<file path="config.mk">
export PLATFORM = sky130hd
export DESIGN_NAME = buzzer_player
export DESIGN_NICKNAME = d
export VERILOG_FILES = /design/src/rtl/buzzer_player.sv
export SDC_FILE = /design/constraint.sdc
export NUM_CORES = 1
export LEC_CHECK = 0
export CORE_MARGIN = 5
export CORE_UTILIZATION = 53
export CTS_CLUSTER_SIZE = 30
export DETAILED_ROUTE_END_ITERATION = 8
export HOLD_SLACK_MARGIN = 0.05
export PLACE_DENSITY_LB_ADDON = 0.3
export SYNTH_ARGS = -nofsm -noshare
export SYNTH_HDL_FRONTEND = slang
export SYNTH_SLANG_ARGS = --single-unit
export TNS_END_PERCENT = 20
</file>
<file path="constraint.sdc">
create_clock -name clk -period 2.7 [get_ports clk]
set_input_delay 0.54 -clock clk [delete_from_list [all_inputs] [get_ports clk]]
set_output_delay 0.54 -clock clk [all_outputs]
set_load 0.01 [all_outputs]
</file>
<file path="src/rtl/buzzer_player.sv">
// -----------------------------------------------------------------------------
// buzzer_player
//
// Note-sequenced square-wave buzzer driver. A melody source hands over one note
// at a time (half-period count plus duration in ms) on a valid/ready handshake;
// the block plays it for exactly the requested time and pulses `done`. A
// half-period of 0 is a rest. `stop` aborts the current note or gap.
//
// Optional feature macro: BUZZER_GAP_EN
//   defined   - each completed note is followed by GAP_MS ms of silence
//               (GAP state) so repeated pitches are articulated.
//   undefined - no GAP state; notes play legato.
//
// Parameters:
//   CLK_HZ  clk frequency in Hz; CLK_HZ/1000 cycles make one ms tick (>= 1)
//   DIV_W   width of the half-period count
//   DUR_W   width of the duration in ms
//   GAP_MS  silent gap length in ms (>= 1, used only with BUZZER_GAP_EN)
//
// Ports:
//   clk         clock
//   resetn      synchronous active-low reset
//   note_valid  note request
//   note_ready  can accept a note (high only in IDLE, decoded from state)
//   note_half   half-period minus 1 in cycles; 0 = rest
//   note_dur    note length in ms; 0 completes immediately
//   stop        synchronous abort of PLAY/GAP, ignored in IDLE
//   busy        registered, high in any state other than IDLE
//   done        registered one-cycle pulse on normal note completion
//   buzzer      registered square-wave output
// -----------------------------------------------------------------------------
module buzzer_player #(
    parameter int unsigned CLK_HZ = 50_000_000,
    parameter int unsigned DIV_W  = 16,
    parameter int unsigned DUR_W  = 12,
    parameter int unsigned GAP_MS = 20
) (
    input  logic             clk,
    input  logic             resetn,
    input  logic             note_valid,
    output logic             note_ready,
    input  logic [DIV_W-1:0] note_half,
    input  logic [DUR_W-1:0] note_dur,
    input  logic             stop,
    output logic             busy,
    output logic             done,
    output logic             buzzer
);

    localparam int unsigned TICK_DIV = CLK_HZ / 1000;
    localparam int unsigned PRE_W    = (TICK_DIV > 1) ? $clog2(TICK_DIV) : 1;

`ifdef BUZZER_GAP_EN
    localparam int unsigned GAP_W = $clog2(GAP_MS + 1);
    // ms_cnt is shared by PLAY and GAP, so it must hold either limit.
    localparam int unsigned CNT_W = (GAP_W > DUR_W) ? GAP_W : DUR_W;
`else
    localparam int unsigned CNT_W = DUR_W;
`endif

    localparam logic [PRE_W-1:0] PRE_LAST = PRE_W'(TICK_DIV - 1);

    // Elaboration-time sanity checks on the configuration.
    if (TICK_DIV < 1) begin : g_bad_clk_hz
        $error("buzzer_player: CLK_HZ must be at least 1000");
    end
    if (GAP_MS < 1) begin : g_bad_gap_ms
        $error("buzzer_player: GAP_MS must be at least 1");
    end

`ifdef BUZZER_GAP_EN
    typedef enum logic [1:0] {StIdle, StPlay, StGap} state_e;
    // State entered once a note has completed normally.
    localparam state_e StAfter = StGap;
`else
    typedef enum logic [0:0] {StIdle, StPlay} state_e;
    localparam state_e StAfter = StIdle;
`endif

    state_e state_q, state_d;

    logic [DIV_W-1:0] half_q, half_d;
    logic [DUR_W-1:0] dur_q, dur_d;
    logic [DIV_W-1:0] tone_cnt_q, tone_cnt_d;
    logic [PRE_W-1:0] ms_pre_q, ms_pre_d;
    logic [CNT_W-1:0] ms_cnt_q, ms_cnt_d;
    logic             buzzer_q, buzzer_d;
    logic             done_q, done_d;
    logic             busy_q, busy_d;

    logic [DUR_W-1:0] dur_last;
    logic             ms_wrap;
    logic             play_end;
`ifdef BUZZER_GAP_EN
    logic             gap_end;
`endif

    // dur_q is never 0 while in PLAY, so dur_last never underflows in use.
    assign dur_last = dur_q - DUR_W'(1);
    assign ms_wrap  = (ms_pre_q == PRE_LAST);
    assign play_end = (state_q == StPlay) && ms_wrap && (ms_cnt_q == CNT_W'(dur_last));
`ifdef BUZZER_GAP_EN
    assign gap_end  = (state_q == StGap) && ms_wrap && (ms_cnt_q == CNT_W'(GAP_MS - 1));
`endif

    // -------------------------------------------------------------------------
    // State register
    // -------------------------------------------------------------------------
    always_ff @(posedge clk) begin
        if (!resetn) begin
            state_q <= StIdle;
        end else begin
            state_q <= state_d;
        end
    end

    // -------------------------------------------------------------------------
    // Next-state logic
    // -------------------------------------------------------------------------
    always_comb begin
        state_d = state_q;
        case (state_q)
            StIdle: begin
                // stop is ignored here; a simultaneous note is still accepted.
                if (note_valid) begin
                    state_d = (note_dur == '0) ? StAfter : StPlay;
                end
            end
            StPlay: begin
                if (stop) begin
                    state_d = StIdle;
                end else if (play_end) begin
                    state_d = StAfter;
                end
            end
`ifdef BUZZER_GAP_EN
            StGap: begin
                if (stop || gap_end) begin
                    state_d = StIdle;
                end
            end
`endif
            default: state_d = StIdle;
        endcase
    end

    // -------------------------------------------------------------------------
    // Output / datapath next-value logic
    // -------------------------------------------------------------------------
    always_comb begin
        half_d     = half_q;
        dur_d      = dur_q;
        tone_cnt_d = tone_cnt_q;
        ms_pre_d   = ms_pre_q;
        ms_cnt_d   = ms_cnt_q;
        buzzer_d   = buzzer_q;
        done_d     = 1'b0;
        busy_d     = (state_d != StIdle);

        case (state_q)
            StIdle: begin
                buzzer_d = 1'b0;
                if (note_valid) begin
                    half_d     = note_half;
                    dur_d      = note_dur;
                    tone_cnt_d = '0;
                    ms_pre_d   = '0;
                    ms_cnt_d   = '0;
                    // A zero-length note completes on the accept edge itself.
                    done_d     = (note_dur == '0);
                end
            end

            StPlay: begin
                if (stop || play_end) begin
                    // Counters restart so GAP (if present) times from zero.
                    buzzer_d   = 1'b0;
                    done_d     = !stop;
                    tone_cnt_d = '0;
                    ms_pre_d   = '0;
                    ms_cnt_d   = '0;
                end else begin
                    // Tone generator: each level lasts half+1 cycles.
                    if (half_q == '0) begin
                        buzzer_d = 1'b0;
                    end else if (tone_cnt_q >= half_q) begin
                        tone_cnt_d = '0;
                        buzzer_d   = !buzzer_q;
                    end else begin
                        tone_cnt_d = tone_cnt_q + DIV_W'(1);
                    end

                    // Millisecond prescaler and counter.
                    if (ms_wrap) begin
                        ms_pre_d = '0;
                        ms_cnt_d = ms_cnt_q + CNT_W'(1);
                    end else begin
                        ms_pre_d = ms_pre_q + PRE_W'(1);
                    end
                end
            end

`ifdef BUZZER_GAP_EN
            StGap: begin
                buzzer_d = 1'b0;
                if (stop || gap_end) begin
                    ms_pre_d = '0;
                    ms_cnt_d = '0;
                end else if (ms_wrap) begin
                    ms_pre_d = '0;
                    ms_cnt_d = ms_cnt_q + CNT_W'(1);
                end else begin
                    ms_pre_d = ms_pre_q + PRE_W'(1);
                end
            end
`endif

            default: begin
                buzzer_d = 1'b0;
            end
        endcase
    end

    // -------------------------------------------------------------------------
    // Datapath and registered outputs
    // -------------------------------------------------------------------------
    always_ff @(posedge clk) begin
        if (!resetn) begin
            half_q     <= '0;
            dur_q      <= '0;
            tone_cnt_q <= '0;
            ms_pre_q   <= '0;
            ms_cnt_q   <= '0;
            buzzer_q   <= 1'b0;
            done_q     <= 1'b0;
            busy_q     <= 1'b0;
        end else begin
            half_q     <= half_d;
            dur_q      <= dur_d;
            tone_cnt_q <= tone_cnt_d;
            ms_pre_q   <= ms_pre_d;
            ms_cnt_q   <= ms_cnt_d;
            buzzer_q   <= buzzer_d;
            done_q     <= done_d;
            busy_q     <= busy_d;
        end
    end

    assign note_ready = (state_q == StIdle);
    assign busy       = busy_q;
    assign done       = done_q;
    assign buzzer     = buzzer_q;

endmodule

</file>
### Word-level counts from Yosys, hierarchy flattened

Cells that the tools add are included.

| word-level totals | value |
|---|---|
| logic and storage cells | 54 |
| output and inout port bits | 4 |
| flip-flop bits (word level) | 75 |
| input bits | 32 |

| operators by class | value |
|---|---|
| $lt $le $gt $ge | 1 |
| mux-type cells | 24 |
| $add $sub $neg | 4 |
| eq/ne operators | 6 |
| bitwise gates (word level) | 1 |
| reduce and logical (&&, ||, !) cells | 10 |

Operators by type and width:

| cell | number |
|---|---|
| $mux 16 | 6 |
| $pmux 16 s2 | 2 |
| $mux 12 | 3 |
| $add 16x1->16 const B | 2 |
| $pmux 12 s2 | 1 |
| $eq 16x16->1 const B | 1 |
| $ge 16x16->1 | 1 |
| $logic_not 16->1 | 1 |
| $add 12x1->12 const B | 1 |
| $eq 12x12->1 | 1 |
| $logic_not 12->1 | 1 |
| $sub 12x1->12 const B | 1 |
| $mux 1 | 9 |
| $pmux 1 s2 | 3 |
| $reduce_and 2->1 | 3 |
| $ne 4x1->1 const B | 1 |
| $ne 3x1->1 const B | 1 |
| $ne 3x3->1 const B | 1 |
| $logic_and 1x1->1 | 2 |
| $logic_not 1->1 | 2 |
| $ne 2x2->1 const B | 1 |
| $logic_or 1x1->1 | 1 |
| $not 1->1 | 1 |

### Longest topological paths before layout

| logic depth | value |
|---|---|
| word-level depth | 6 |
| gate-level depth with buffers | 11 |
| mapped depth without buffers | 9 |

### Worst setup path before layout

OpenSTA, ideal clock, no wires.

| timing path | value |
|---|---|
| path kind | register -> register |
| start point | register half_q[3] |
| end point | register tone_cnt_q[10] |
| setup time | 74 ps |
| path slack | 39 ps |
| data arrival time | 2587 ps |
| clock period less this slack | 2661 ps |
| stages on the path, launching flop included | 10 |
| required time | 2626 ps |
| path buffers | 1 |
| path through | dfxtp_1 > inv_1 > ha_1 > a2111oi_0 > o21ai_0 > a2111o_1 > a2111oi_2 > clkbuf_1 > a31oi_1 > a31oi_1 |

| on the way | value |
|---|---|
| longest elaborated chain between the ends | 5 |
| elaborated cells on any way between the ends | 8 |
| classes of those cells | order compare (1); eq/ne (1); mux (4); reduce/logical (2) |

Ends and longest elaborated chain:

| element | RTL line | text |
|---|---|---|
| start, declared | 82 | `logic [DIV_W-1:0] half_q, half_d;` |
| start signal, assigned | 238 | `half_q <= half_d;` |
| $ge 16x16->1 | 186 | `end else if (tone_cnt_q >= half_q) begin` |
| $mux 16 | 186 |  |
| $mux 16 | 184 | `if (half_q == '0) begin` |
| $mux 16 | 175 | `if (stop \|\| play_end) begin` |
| $pmux 16 s2 | 160 | `case (state_q)` |
| end signal, assigned | 240 | `tone_cnt_q <= tone_cnt_d;` |
| end, declared | 84 | `logic [DIV_W-1:0] tone_cnt_q, tone_cnt_d;` |

Parallel ways exist; a longest one is shown, timed or not. The select of a mux whose other input is x is not followed.
A chain may end at the register's enable or synchronous reset.

### Final worst setup path

| timing path | value |
|---|---|
| start point | register tone_cnt_q[0] |
| end point | register tone_cnt_q[3] |

| on the way | value |
|---|---|
| longest elaborated chain between the ends | 5 |
| elaborated cells on any way between the ends | 6 |
| classes of those cells | add/sub (1); order compare (1); mux (4) |

Ends and longest elaborated chain:

| element | RTL line |
|---|---|
| $add 16x1->16 or $ge 16x16->1 (tied branches) | 190, 186 |
| $mux 16 * | 186 |
| $mux 16 * | 184 |
| $mux 16 * | 175 |
| $pmux 16 s2 * | 160 |

Every way passes the cells marked *; elsewhere a longest branch is shown, timed or not. The select of a mux whose other input is x is not followed.

==> results.ini <==
[outcome]
run_status=complete, no violations

[die]
io_pins=36
core_area_um2=7807
die_x_um=99.83
die-area_um2=9965
start_util_pct=54.78
rows=32
die_y_um=99.83

[sta]
finalCritPeriodShare_pct=94.73
tightestPinTransition_ns=0.4899
hold-worst-slack_ns=0.4751
worst_clock_skew_ns=0.01234
max_freq_mhz=391.0
relSlewSlack_pct=67.26
rsz0062_at_grt=yes
finalHoldViolCount=0
finalMaxSlewViolations=0
fin_crit_ns=2.558
setup_viol=0

[drt]
drt.antenna.violating_nets=0
drt-total-wl_um=10100
drc=0
wire_per_inst_um=14.81
drtIter0Drc=267
via_count=4046
routed_via_density=5.933
dr.pass1.iters=4

[global_routing]
grt_pass1_vias=3779
grt_start_max_net_pins=38
globalRouteOverflowTotal=0
grt_usage_pct=20.43
antenna_found_initial=0
grt_pass1_wl_um=17000

[worst_setup_path]
cp-start-kind=register
path_cells=inv_1, ha_1, nand2b_1, a21oi_2, o21ai_1, a2111o_1, a2111oi_4, buf_4, a31oi_1, a31oi_1
arrival_ns=2.84
path_common_cell=a31oi_1
rr_endpoint=tone_cnt_q[3]
path_max_fanout=7
r2r-start=tone_cnt_q[0]
worstPathRequired_ns=2.98
path_class=reg -> reg
cpLargestDelayFamily=compound AO/OA/AOI/OAI gates
end_kind=register
cpPeakStageDelay_ns=0.51
slowest_stage=a2111o_1
ff2ff_setup_slack_ns=0.14
r2r_cells=10
crit_buf_inv=2

[clocking]
clkLatencyLatePin_ns=0.35
clockBufferDepth=2
cts_root_buffer=clkbuf_8
tritoncts=done
cts.clk_slew.worst_paths_ns=0.08
cts_max_level=3
postCtsHoldBufs=0
cts_num_sinks=75
cts-buffers-inserted=9
post_cts_buffers=0

[hold_path]
hold_depth=2
hold-path-endpoint=half_q[15]
hp-start=half_q[15]
hp-class=reg -> reg

[synth]
avgSynthCellArea_um2=7.934
syn-num-nets=591
synth_warnings=0
yosysUniqueCellTypes=58
ys_seq_area_share_pct=35.11
async_reset_ff_share_pct=0
synthFlopType=dfxtp_1
synth_cells=539
yosys_register_bits=75
netlist_area_um2=4277
synth-edff-count=0

[finish]
final_cell_mix=nand2_1, dfxtp_1, a21oi_1
multi_input_area_um2=2606
mostFrequentLayoutCell=nand2_1
area_growth_pct=17.99
antennaDiodeCount=0
nets=627
num-fill-cells=662
drive_gt1_share_pct=9.828
area.sequential_um2=1504
fin_util_pct=64.63

[place]
hpwl_um=7268
io_buffers=35
place_congestion=0.8520

[run]
max-cap-violations=0

[power_and_ir_drop]
irDropWorstVdd_mv=0.3561
p_per_area_nw_per_um2=480.7
leakagePower_nw=1.892

==> state kept, by name, indices dropped and copies added (netlist names) <==
name	cells
tone_cnt_q	16
dur_q	12
busy	1
done	1
half_q	16
buzzer	1
ms_pre_q	16
ms_cnt_q	12
==> tightest hold or removal path: stages (launching register included) <==
cell	delay, ns
dfxtp_1	0.32
nand2_1	0.05
a21oi_1	0.05
==> repair_timing <==
| item | 4_1_cts | 5_1_grt |
|---|---|---|
| pin swaps | 0 | 4 |
| setup endpoints to repair | 3 | 28 |
| gates resized for setup | 1 | 17 |
| gates cloned | 0 | 1 |
==> cells in the mapped netlist, drive strengths merged (3+ instances only) <==
cell	n	share of area, %
inv	25	2.2
nor4	10	1.5
o21ai	16	2.0
nand2b	3	0.44
clkbuf	20	1.8
dfxtp	75	35
and2	7	1.0
xor2	16	3.3
a32oi	4	0.82
a31oi	28	4.2
ha	20	5.9
a21oi	38	4.4
and3	20	2.9
xnor2	12	2.5
nand3b	11	1.9
o31ai	9	1.6
a2111oi	3	0.76
and4	3	0.61
nor3	13	1.5
a21o	4	0.70
nand4	11	1.8
nor2b	5	0.73
nand3	18	2.1
a211oi	4	0.70
buf	8	1.4
a22oi	5	1.5
nor2	32	2.8
nand2	93	8.2
==> per-layer routing <==
| metal | vias up | wire (um) | track usage, % |
|---|---|---|---|
| met4 | 0 | 136 | 7.563 |
| li1 | 2010 | - | - |
| met1 | 1890 | 4654 | 27.81 |
| met3 | 14 | 632 | 3.544 |
| met5 | - | 0 | 0 |
| met2 | 132 | 4678 | 32.48 |
==> worst max path at each step <==
stage                        from             end  slack, ns  cells past startpoint
CTS                      dur_q[0]     ms_cnt_q[9]       0.06                     10
floorplan               half_q[3]  tone_cnt_q[10]       0.04                      9
global route             dur_q[0]     ms_cnt_q[3]      -0.02                      7
finish              tone_cnt_q[0]   tone_cnt_q[3]       0.14                     10
detailed placement       dur_q[0]     ms_cnt_q[9]      -0.02                     10
global placement    tone_cnt_q[0]   tone_cnt_q[9]       0.15                     10
==> where the power goes <==
part / switching (mW) / internal, mW
registers: 0.0303 / 1.13
clock network: 0.403 / 0.505
logic: 0.193 / 0.160
total: 0.626 / 1.80
==> area by class of cell <==
cell class              instances  area share [%]
inverters                      25           1.860
clock buffers                  13           3.347
multi-input cells             411           51.65
repair buffers                 53           9.943
flip-flops and latches         75           29.80
well taps                     102           2.529
clock inverters                 3          0.8678
==> per-stage QoR <==
step,cell area [um^2],TNS [ns],power [mW],cells,setup WS (ns)
finish,5046,0,2.426,682,0.1422
global route,5046,-0.05898,2.542,682,-0.02159
detailed placement,4762,-0.02076,1.526,665,-0.01668
floorplan,4277,0,1.403,539,0.03930
CTS,4976,0,2.423,681,0.06420
global placement,4762,0,1.516,665,0.1505
==> logic make-up after synthesis <==
group	share of synthesized area [%]
XOR/XNOR	5.734
AO/OA/AOI/OAI	19.63
multiplexers	0.4681
AND/OR/NAND/NOR	27.85
adder cells (fa/ha/maj)	5.851
flip-flops	35.11
buffers and inverters	5.354
(Power assumes the default switching activity.)
